`src/rtl/receive_packet_seg_if.sv`:
```
// Packet word bus between the deframer (master) and receive_packet_seg (slave).
// One transfer moves a whole framed packet: 5 header words followed by the payload.
interface receive_packet_seg_if #(
    parameter int DATA_WORDS = 4
);
    logic                            pkt_valid;
    logic                            pkt_ready;
    logic [32*(5+DATA_WORDS)-1:0]    packet;

    modport master (output pkt_valid, output packet, input pkt_ready);
    modport slave  (input pkt_valid, input packet, output pkt_ready);
endinterface

```
`src/rtl/receive_packet_seg.sv`:
```
// Lasernet packet receiver: checksum check, sequence tracking and message assembly.
// Define REORDER_EN to store out-of-order segments and skip next_sn past filled gaps.
module receive_packet_seg #(
    parameter int         DATA_WORDS   = 4,
    parameter int         NUM_SEGMENTS = 5,
    parameter logic [7:0] BLANK_BYTE   = 8'h20
) (
    input  logic                                  clk,
    input  logic                                  reset,
    receive_packet_seg_if.slave                   pkt_if,
    input  logic [31:0]                           ISN,
    output logic [31:0]                           seq,
    output logic [31:0]                           ack,
    output logic [8:0]                            flags,
    output logic [32*DATA_WORDS*NUM_SEGMENTS-1:0] message,
    output logic [NUM_SEGMENTS-1:0]               seg_valid,
    output logic [31:0]                           next_sn,
    output logic                                  msg_complete,
    output logic [15:0]                           bad_count,
    output logic [15:0]                           dup_count
);

    localparam int PKT_BITS  = 32 * (5 + DATA_WORDS);
    localparam int SEG_BITS  = 32 * DATA_WORDS;
    localparam int MSG_BITS  = SEG_BITS * NUM_SEGMENTS;
    localparam int HALFWORDS = 2 * (5 + DATA_WORDS);
    localparam int W2_LSB    = PKT_BITS - 64;
    localparam int W3_LSB    = PKT_BITS - 96;
    localparam int W4_LSB    = PKT_BITS - 128;
    localparam logic [31:0] LAST_SN = 32'(NUM_SEGMENTS);

    typedef enum logic [1:0] {
        IDLE,
        CAPTURE,
        CHECK
    } state_t;

    state_t                state_q, state_d;
    logic [PKT_BITS-1:0]   pkt_q, pkt_d;
    logic                  pkt_ready_q, pkt_ready_d;
    logic [31:0]           seq_q, seq_d;
    logic [31:0]           ack_q, ack_d;
    logic [8:0]            flags_q, flags_d;
    logic [MSG_BITS-1:0]   message_q, message_d;
    logic [NUM_SEGMENTS-1:0] seg_valid_q, seg_valid_d;
    logic [31:0]           next_sn_q, next_sn_d;
    logic [15:0]           bad_count_q, bad_count_d;
    logic [15:0]           dup_count_q, dup_count_d;

    logic [31:0] word2, word3, sn;
    logic [8:0]  word4_flags;
    logic [15:0] csum;
    logic        csum_good, in_range, in_order, sn_is_old, write_seg;

    assign word2       = pkt_q[W2_LSB +: 32];
    assign word3       = pkt_q[W3_LSB +: 32];
    assign word4_flags = pkt_q[W4_LSB + 16 +: 9];

    assign sn        = word2 - ISN;
    assign in_range  = (sn != 32'd0) && (sn <= LAST_SN);
    assign in_order  = in_range && (sn == next_sn_q);
    assign sn_is_old = (sn != 32'd0) && (sn < next_sn_q);

    // Ones-complement sum over every halfword; a correct packet folds to 16'hFFFF.
    always_comb begin
        logic [31:0] sum;
        logic [31:0] fold1;
        logic [31:0] fold2;
        sum = 32'd0;
        for (int i = 0; i < HALFWORDS; i++) begin
            sum = sum + {16'h0, pkt_q[i*16 +: 16]};
        end
        fold1     = {16'h0, sum[15:0]} + {16'h0, sum[31:16]};
        fold2     = {16'h0, fold1[15:0]} + {16'h0, fold1[31:16]};
        csum      = ~fold2[15:0];
        csum_good = (csum == 16'h0);
    end

`ifdef REORDER_EN
    logic        sn_taken;
    logic [31:0] jump_sn;

    // Lowest empty slot above the incoming SN becomes the new next_sn.
    always_comb begin
        sn_taken = 1'b0;
        jump_sn  = LAST_SN + 32'd1;
        for (int k = 1; k <= NUM_SEGMENTS; k++) begin
            if (sn == 32'(k)) begin
                sn_taken = seg_valid_q[k-1];
            end
        end
        for (int k = NUM_SEGMENTS; k >= 1; k--) begin
            if ((32'(k) > sn) && !seg_valid_q[k-1]) begin
                jump_sn = 32'(k);
            end
        end
    end
`endif

    always_comb begin
        state_d     = state_q;
        pkt_d       = pkt_q;
        seq_d       = seq_q;
        ack_d       = ack_q;
        flags_d     = flags_q;
        message_d   = message_q;
        seg_valid_d = seg_valid_q;
        next_sn_d   = next_sn_q;
        bad_count_d = bad_count_q;
        dup_count_d = dup_count_q;
        write_seg   = 1'b0;

        case (state_q)
            IDLE: begin
                if (pkt_if.pkt_valid && pkt_ready_q) begin
                    pkt_d   = pkt_if.packet;
                    state_d = CHECK;
                end
            end
            CAPTURE: begin
                state_d = CHECK;
            end
            CHECK: begin
                state_d = IDLE;
                if (!csum_good) begin
                    if (bad_count_q != 16'hFFFF) begin
                        bad_count_d = bad_count_q + 16'd1;
                    end
                end else begin
                    ack_d   = word3;
                    flags_d = word4_flags;
                    if (in_order) begin
                        write_seg = 1'b1;
`ifdef REORDER_EN
                        next_sn_d = jump_sn;
                        seq_d     = ISN + jump_sn - 32'd1;
`else
                        next_sn_d = next_sn_q + 32'd1;
                        seq_d     = word2;
`endif
                    end else if (sn_is_old
`ifdef REORDER_EN
                                 || (in_range && sn_taken)
`endif
                                 ) begin
                        if (dup_count_q != 16'hFFFF) begin
                            dup_count_d = dup_count_q + 16'd1;
                        end
                    end
`ifdef REORDER_EN
                    else if (in_range && (sn > next_sn_q)) begin
                        write_seg = 1'b1;
                    end
`endif
                end
            end
            default: begin
                state_d = IDLE;
            end
        endcase

        for (int k = 1; k <= NUM_SEGMENTS; k++) begin
            if (write_seg && (sn == 32'(k))) begin
                message_d[(k-1)*SEG_BITS +: SEG_BITS] = pkt_q[SEG_BITS-1:0];
                seg_valid_d[k-1] = 1'b1;
            end
        end

        pkt_ready_d = (state_d == IDLE);
    end

    always_ff @(posedge clk) begin
        if (reset) begin
            state_q     <= IDLE;
            pkt_q       <= '0;
            pkt_ready_q <= 1'b0;
            seq_q       <= 32'd0;
            ack_q       <= 32'd0;
            flags_q     <= 9'd0;
            message_q   <= {(MSG_BITS/8){BLANK_BYTE}};
            seg_valid_q <= '0;
            next_sn_q   <= 32'd1;
            bad_count_q <= 16'd0;
            dup_count_q <= 16'd0;
        end else begin
            state_q     <= state_d;
            pkt_q       <= pkt_d;
            pkt_ready_q <= pkt_ready_d;
            seq_q       <= seq_d;
            ack_q       <= ack_d;
            flags_q     <= flags_d;
            message_q   <= message_d;
            seg_valid_q <= seg_valid_d;
            next_sn_q   <= next_sn_d;
            bad_count_q <= bad_count_d;
            dup_count_q <= dup_count_d;
        end
    end

    assign pkt_if.pkt_ready = pkt_ready_q;
    assign seq              = seq_q;
    assign ack              = ack_q;
    assign flags            = flags_q;
    assign message          = message_q;
    assign seg_valid        = seg_valid_q;
    assign next_sn          = next_sn_q;
    assign msg_complete     = (next_sn_q > LAST_SN);
    assign bad_count        = bad_count_q;
    assign dup_count        = dup_count_q;

endmodule
```
`src/flat_wrapper.sv`:
```
// flat-port wrapper written by rule: the top's interface ports become plain ports
module receive_packet_seg_flat 
#(
    parameter int         DATA_WORDS   = 4,
    parameter int         NUM_SEGMENTS = 5,
    parameter logic [7:0] BLANK_BYTE   = 8'h20
)
  (clk, reset, ISN, seq, ack, flags, message, seg_valid, next_sn, msg_complete, bad_count, dup_count, pkt_if_pkt_valid, pkt_if_packet, pkt_if_pkt_ready);
  receive_packet_seg_if #(.DATA_WORDS(DATA_WORDS)) pkt_if_i ();
  input  logic clk;
  input  logic reset;
  input  logic [31:0] ISN;
  output logic [31:0] seq;
  output logic [31:0] ack;
  output logic [8:0] flags;
  output logic [32*DATA_WORDS*NUM_SEGMENTS-1:0] message;
  output logic [NUM_SEGMENTS-1:0] seg_valid;
  output logic [31:0] next_sn;
  output logic msg_complete;
  output logic [15:0] bad_count;
  output logic [15:0] dup_count;
  input wire logic [$bits(pkt_if_i.pkt_valid)-1:0] pkt_if_pkt_valid;
  input wire logic [$bits(pkt_if_i.packet)-1:0] pkt_if_packet;
  output wire logic [$bits(pkt_if_i.pkt_ready)-1:0] pkt_if_pkt_ready;
  assign pkt_if_i.pkt_valid = pkt_if_pkt_valid;
  assign pkt_if_i.packet = pkt_if_packet;
  assign pkt_if_pkt_ready = pkt_if_i.pkt_ready;
  receive_packet_seg #(.DATA_WORDS(DATA_WORDS), .NUM_SEGMENTS(NUM_SEGMENTS), .BLANK_BYTE(BLANK_BYTE)) u_core (.clk(clk), .reset(reset), .pkt_if(pkt_if_i), .ISN(ISN), .seq(seq), .ack(ack), .flags(flags), .message(message), .seg_valid(seg_valid), .next_sn(next_sn), .msg_complete(msg_complete), .bad_count(bad_count), .dup_count(dup_count));
endmodule
```
`config.mk`:
```
export PLATFORM = sky130hd
export DESIGN_NAME = receive_packet_seg_flat
export DESIGN_NICKNAME = d
export VERILOG_FILES = /design/src/rtl/receive_packet_seg_if.sv /design/src/rtl/receive_packet_seg.sv /design/src/flat_wrapper.sv
export SDC_FILE = /design/constraint.sdc
export NUM_CORES = 2
export LEC_CHECK = 0
export ABC_AREA = 1
export CAP_MARGIN = 20
export CORE_AREA = 2 2 426 428
export CTS_CLUSTER_SIZE = 8
export DETAILED_ROUTE_END_ITERATION = 10
export DIE_AREA = 0 0 428 430
export MAX_ROUTING_LAYER = met4
export PLACE_DENSITY = 0.46
export SETUP_SLACK_MARGIN = 0.1
export SYNTH_ARGS = -nofsm -noshare
export SYNTH_HDL_FRONTEND = slang
export SYNTH_SLANG_ARGS = --single-unit
```
`constraint.sdc`:
```
create_clock -name clk -period 16.59 [get_ports clk]
set_clock_uncertainty 0.2 [all_clocks]
set_input_delay 4.1475 -clock clk [delete_from_list [all_inputs] [get_ports clk]]
set_output_delay 4.1475 -clock clk [all_outputs]
set_load 0.1 [all_outputs]
```
# Word level (Yosys, flattened, before mapping)
# Index checks and enable logic that the tools add are counted.
classes:
  muxes: 5
  n_reduce_logical: 18
  bitwise_logic: 3
  addsub: 23
  n_eq_ne: 10
  magnitude_cmp: 3
op_table:
  columns: ["operator", "count"]
  rows:
  - ["32-bit by 16-bit adder with 32-bit output", 16]
  - ["32-bit by 2-bit equality test with 1-bit output, second input constant", 2]
  - ["32-bit by 3-bit equality test with 1-bit output, second input constant", 2]
  - ["16-bit by 16-bit adder with 17-bit output", 2]
  - ["16-bit by 1-bit adder with 16-bit output, second input constant", 2]
  - ["32-bit by 1-bit adder with 32-bit output, second input constant", 1]
  - ["32-bit by 1-bit equality test with 1-bit output, second input constant", 1]
  - ["32-bit equality test", 1]
  - ["32-bit by 3-bit > comparator with 1-bit output, second input constant", 1]
  - ["32-bit by 3-bit <= comparator with 1-bit output, second input constant", 1]
  - ["32-bit less-than comparator", 1]
  - ["16-bit inequality test, second input constant", 2]
  - ["32-bit nonzero test", 1]
  - ["32-bit subtractor", 1]
  - ["16-bit adder", 1]
  - ["16-bit zero test", 1]
  - ["16-bit NOT", 1]
  - ["1-bit logical AND", 9]
  - ["3-bit AND reduction", 2]
  - ["5-bit AND reduction", 1]
  - ["2-bit zero test", 2]
  - ["2-bit case mux with 2 select lines", 1]
  - ["2-bit AND reduction", 2]
  - ["1-bit 2-to-1 mux", 3]
  - ["other kinds (4)", 5]
totals:
  output_inout_bits: 784
  register_bits: 1073
  word_cells: 81
  in_bits: 323

# Logic depth before layout (Yosys ltp)
depth:
  word_depth: 24
  ltp_mapped: 67
  mapped_depth_nobuf: 64

# Worst setup path after synthesis
# No wires, ideal clock.
synth_path:
  path_type: "flip-flop to flip-flop"
  start: "register u_core.pkt_q[0]"
  end: "register u_core.message_q[533], in the netlist u_core.message[533]"
  stages_incl_launch_ff: 63
  synth_period_minus_slack_ns: 10.544
  path_slack_ns: 6.046
  arrival_ns: 10.206
  n_path_buf: 3
  required_time_ns: 16.252
  path_cell_list: "dfxtp_1 ha_1 inv_1 fa_1 inv_1 a31oi_1 o21ai_0 a21oi_1 o21ai_0 nand3_1 nand2_1 a21oi_1 o21bai_1 xor2_1 inv_1 fa_1 inv_1 fa_1 (+27 left out) nand2_1 nor2_1 nand2_1 nor2_1 nand2_1 nor2_1 nand2_1 nand2_1 nand2_1 nor2_4 nand3_4 nor2_8 nand3_1 buf_2 buf_6 buf_2 nand2_1 o211ai_1"
synth_via:
  elab_chain_cells: 24
synth_lines:
  columns: ["item", "line_no", "text"]
  rows:
  - ["from (decl)", "receive_packet_seg.sv:39", "logic [PKT_BITS-1:0] pkt_q, pkt_d;"]
  - ["from (signal assigned)", "receive_packet_seg.sv:187", "pkt_q <= pkt_d;"]
  - ["16-bit by 16-bit adder with 17-bit output", "receive_packet_seg.sv:71", "sum = sum + {16'h0, pkt_q[i*16 +: 16]};"]
  - ["32-bit by 16-bit adder with 32-bit output (16 in a row)", "receive_packet_seg.sv:71", null]
  - ["16-bit by 16-bit adder with 17-bit output", "receive_packet_seg.sv:73", "fold1 = {16'h0, sum[15:0]} + {16'h0, sum[31:16]};"]
  - ["16-bit adder", "receive_packet_seg.sv:74", "fold2 = {16'h0, fold1[15:0]} + {16'h0, fold1[31:16]};"]
  - ["16-bit NOT", "receive_packet_seg.sv:75", "csum = ~fold2[15:0];"]
  - ["16-bit zero test", "receive_packet_seg.sv:76", "csum_good = (csum == 16'h0);"]
  - ["1-bit 2-to-1 mux", "receive_packet_seg.sv:125", "if (!csum_good) begin"]
  - ["1-bit 2-to-1 mux", "receive_packet_seg.sv:113", "case (state_q)"]
  - ["1-bit logical AND", "receive_packet_seg.sv:163", "if (write_seg && (sn == 32'(k))) begin"]
  - ["to (signal assigned)", "receive_packet_seg.sv:180", "message_q <= {(MSG_BITS/8){BLANK_BYTE}};"]
  - ["to (signal assigned)", "receive_packet_seg.sv:192", "message_q <= message_d;"]
  - ["to (decl)", "receive_packet_seg.sv:44", "logic [MSG_BITS-1:0] message_q, message_d;"]
# Every way passes these cells.
# A chain may end at the register's enable or synchronous reset.

# Worst setup path after layout
layout_path:
  start: "register u_core.pkt_q[0]"
  end: "register u_core.message_q[56], in the netlist u_core.message[56]"
# Same word-level chain as after synthesis.

==> impl_metrics.json <==
{
  "grt_use_met1": 0.3249,
  "stdcell_area_um2": 67380,
  "ir_drop_v": 0.0001009,
  "setup_tns_ns": 0,
  "hold_viol": 0,
  "grt_pass1_wl_um": 346100,
  "synth_top_area_share": 0.4295,
  "drtAntennaViolNets": 0,
  "ys_types": 45,
  "slew_headroom": 0.2092,
  "placed_cell_area_um2": 63090,
  "ctsResizeCount": 0,
  "cpPeakStageDelay_ns": 0.78,
  "wl_per_cell_um": 25.06,
  "first_pass_iters": 6,
  "grtUsageMet3": 0.05211,
  "status": "complete, no violations",
  "root_buffer": "clkbuf_16",
  "top_usage_layer": "met2",
  "synth_area_um2": 50010,
  "syn_inst": 6531,
  "grt_pass1_vias": 45585,
  "worst_slew_pin_slew_ns": 1.183,
  "n_fill_cell": 18726,
  "p_total_mw": 7.036,
  "yosysTopAreaCell": "dfxtp_1",
  "grt_max_degree": 209,
  "clock_path_buffers": 3,
  "die_h_um": 430,
  "setup_viol": 0,
  "synth_area_per_cell_um2": 7.658,
  "netlist_top_cells_area": "dfxtp_1 43%, fa_1 9.6%, nor2_1 8.0%, inv_1 7.7%, nand2_1 7.3%",
  "synth-seq-cells": 1073,
  "cts.clk_slew.worst_paths_ns": 0.05,
  "start_util": 0.2782,
  "syn2layout_area_growth_pct": 34.73,
  "drive_above_1_share": 0.03520,
  "critPathMaxFanout": 76,
  "period_minus_slack_ns": 14.37,
  "power.density_nw_per_um2": 104.4,
  "cap_violations": 0,
  "antenna_found_initial": 42,
  "slew_viol_final": 0,
  "dr.first_iter.drc_count": 3481,
  "synthFlopType": "dfxtp_1",
  "total_leakage_power_nw": 29.62,
  "core_um2": 179800,
  "fin_hold_ws_ns": 0.2544,
  "cts_sinks": 1073,
  "criticalPathCategory": "flop to flop",
  "cts_hold_buf": 0,
  "cts_tree": "built",
  "dp_slack_ns": 2.238,
  "rsz0062_at_grt": "no",
  "clk_latency_ns": 0.83,
  "fin_ws_ns": 2.222,
  "worstPathArrival_ns": 14.85,
  "hold_class": "flop to flop",
  "met2_usage": 0.4494,
  "post-dp-hpwl_um": 188200,
  "cp-end-kind": "flop",
  "die_area_um2": 184000,
  "post_cts_buffers": 0,
  "port_buffers": 1106,
  "yosys_warnings": 0,
  "fin_nets": 8188,
  "finalCritPeriodShare": 0.8661,
  "synth_most_common_cell": "dfxtp_1",
  "grt_overflow": 0,
  "timing.fmax_mhz": 69.60,
  "cts_htree_levels": 4,
  "synth-edff-count": 0,
  "synth_fp_nets": 7214,
  "drcViolationCount": 0,
  "grt_usage": 0.2708,
  "rows": 156,
  "synth_seq_area_share": 0.4295,
  "startpoint_type": "flop",
  "routed_wl_um": 248800,
  "viasPerCell": 4.715,
  "cpMaxStageDelayCell": "inv_6",
  "cp.required_ns": 17.07,
  "ioPinCount": 1107,
  "via_count": 46819,
  "gp_congestion": 0.9077,
  "ys_async_sr_fraction": 0,
  "crit_path_frequent_cell": "nand2_1",
  "cts_buffers": 154,
  "die_x_um": 428,
  "synth_common_cells": "1,073 x dfxtp_1, 1,061 x nor2_1, 1,022 x inv_1"
}
[stage by stage]
step / util / cells
detailed placement: 0.3509 / 9717
global placement: 0.3504 / 9712
finish: 0.3748 / 9930
floorplan: - / 6531
global route: 0.3748 / 9926
CTS: 0.3742 / 9896
[report_power, final]
group	leakage, nW	switching, mW	internal, mW
Clock	2.04	1.22	1.68
Sequential	8.66	0.0495	2.61
Combinational	18.9	0.947	0.522
Total	29.6	2.22	4.82
[flip-flops by register name, indices dropped and copies added (netlist names)]
register                 flops
u_core.message             640
u_core.next_sn              32
u_core.bad_count            16
u_core.ack                  32
u_core.seq                  32
u_core.pkt_q               288
u_core.state_q               2
u_core.dup_count            16
u_core.flags                 9
u_core.pkt_if.pkt_ready      1
u_core.seg_valid             5
[kinds of logic (layout without fill, tap and decap cells)]
group | Yosys count | after routing | share of synthesized area
simple gates | 2271 | 2271 | 0.1805
compound gates | 1420 | 1420 | 0.1499
buf+inv | 1373 | 2370 | 0.1082
other cells | 1 | 33 | 0.00007498
fa+ha+maj | 360 | 360 | 0.1261
flops | 1073 | 1073 | 0.4295
xor+xnor | 33 | 33 | 0.005779
[worst paths after layout]
path,startpoint,endpoint,slack (ns),depth (start not counted)
worst max register to register,u_core.pkt_q[0],u_core.message[56],2.22,60
worst min-delay path,u_core.flags[7],u_core.flags[7],0.25,2
worst max-delay path,u_core.pkt_q[0],u_core.message[56],2.22,60
worst min register to register,u_core.flags[7],u_core.flags[7],0.25,2
[cells in the final DEF, fill, tap and decap left out, drive strengths merged, types with 8 or more instances in the layout]
| cell type | count |
|---|---|
| nand4 | 48 |
| clkdlybuf4s50 | 1096 |
| inv | 1038 |
| dfxtp | 1073 |
| fa | 240 |
| nand2 | 974 |
| nor4 | 9 |
| diode | 32 |
| clkinv | 10 |
| nand3 | 96 |
| a211oi | 45 |
| o21bai | 8 |
| clkbuf | 163 |
| nor3 | 47 |
| nor2 | 1068 |
| nand3b | 17 |
| buf | 61 |
| xor2 | 27 |
| ha | 120 |
| a21oi | 556 |
| o211ai | 80 |
| o21ai | 710 |
[critical path, delay by kind of cell, from the launching register on]
family | cells | cell delay [ns]
AOI/OAI and AO/OA | 8 | 1.75
and+or+nand+nor | 27 | 3.64
adders and majority gates | 13 | 5.11
buffers and inverters | 10 | 2.43
DFF | 1 | 0.42
xor gates and xnor gates | 2 | 0.48
[per-layer routing]
| metal | part of all wire | routed length, um | up-vias |
|---|---|---|---|
| li1 | - | - | 22440 |
| met3 | 0.060 | 14820 | 350 |
| met1 | 0.42 | 103600 | 22486 |
| met5 | 0 | 0 | - |
| met2 | 0.49 | 121000 | 1543 |
| met4 | 0.038 | 9418 | 0 |
[final cells by class]
type	count	area, um^2	share of cell area
timing repair buffer	1157	11580	0.1719
tap	2370	2965	0.04401
multi-input combinational	4085	23180	0.3441
sequential	1073	21480	0.3188
clock buffer	163	3940	0.05848
clock inverter	16	237.7	0.003528
antenna	32	80.08	0.001188
inverter	1034	3906	0.05797
No activity file was read; power rests on OpenSTA's default activity.
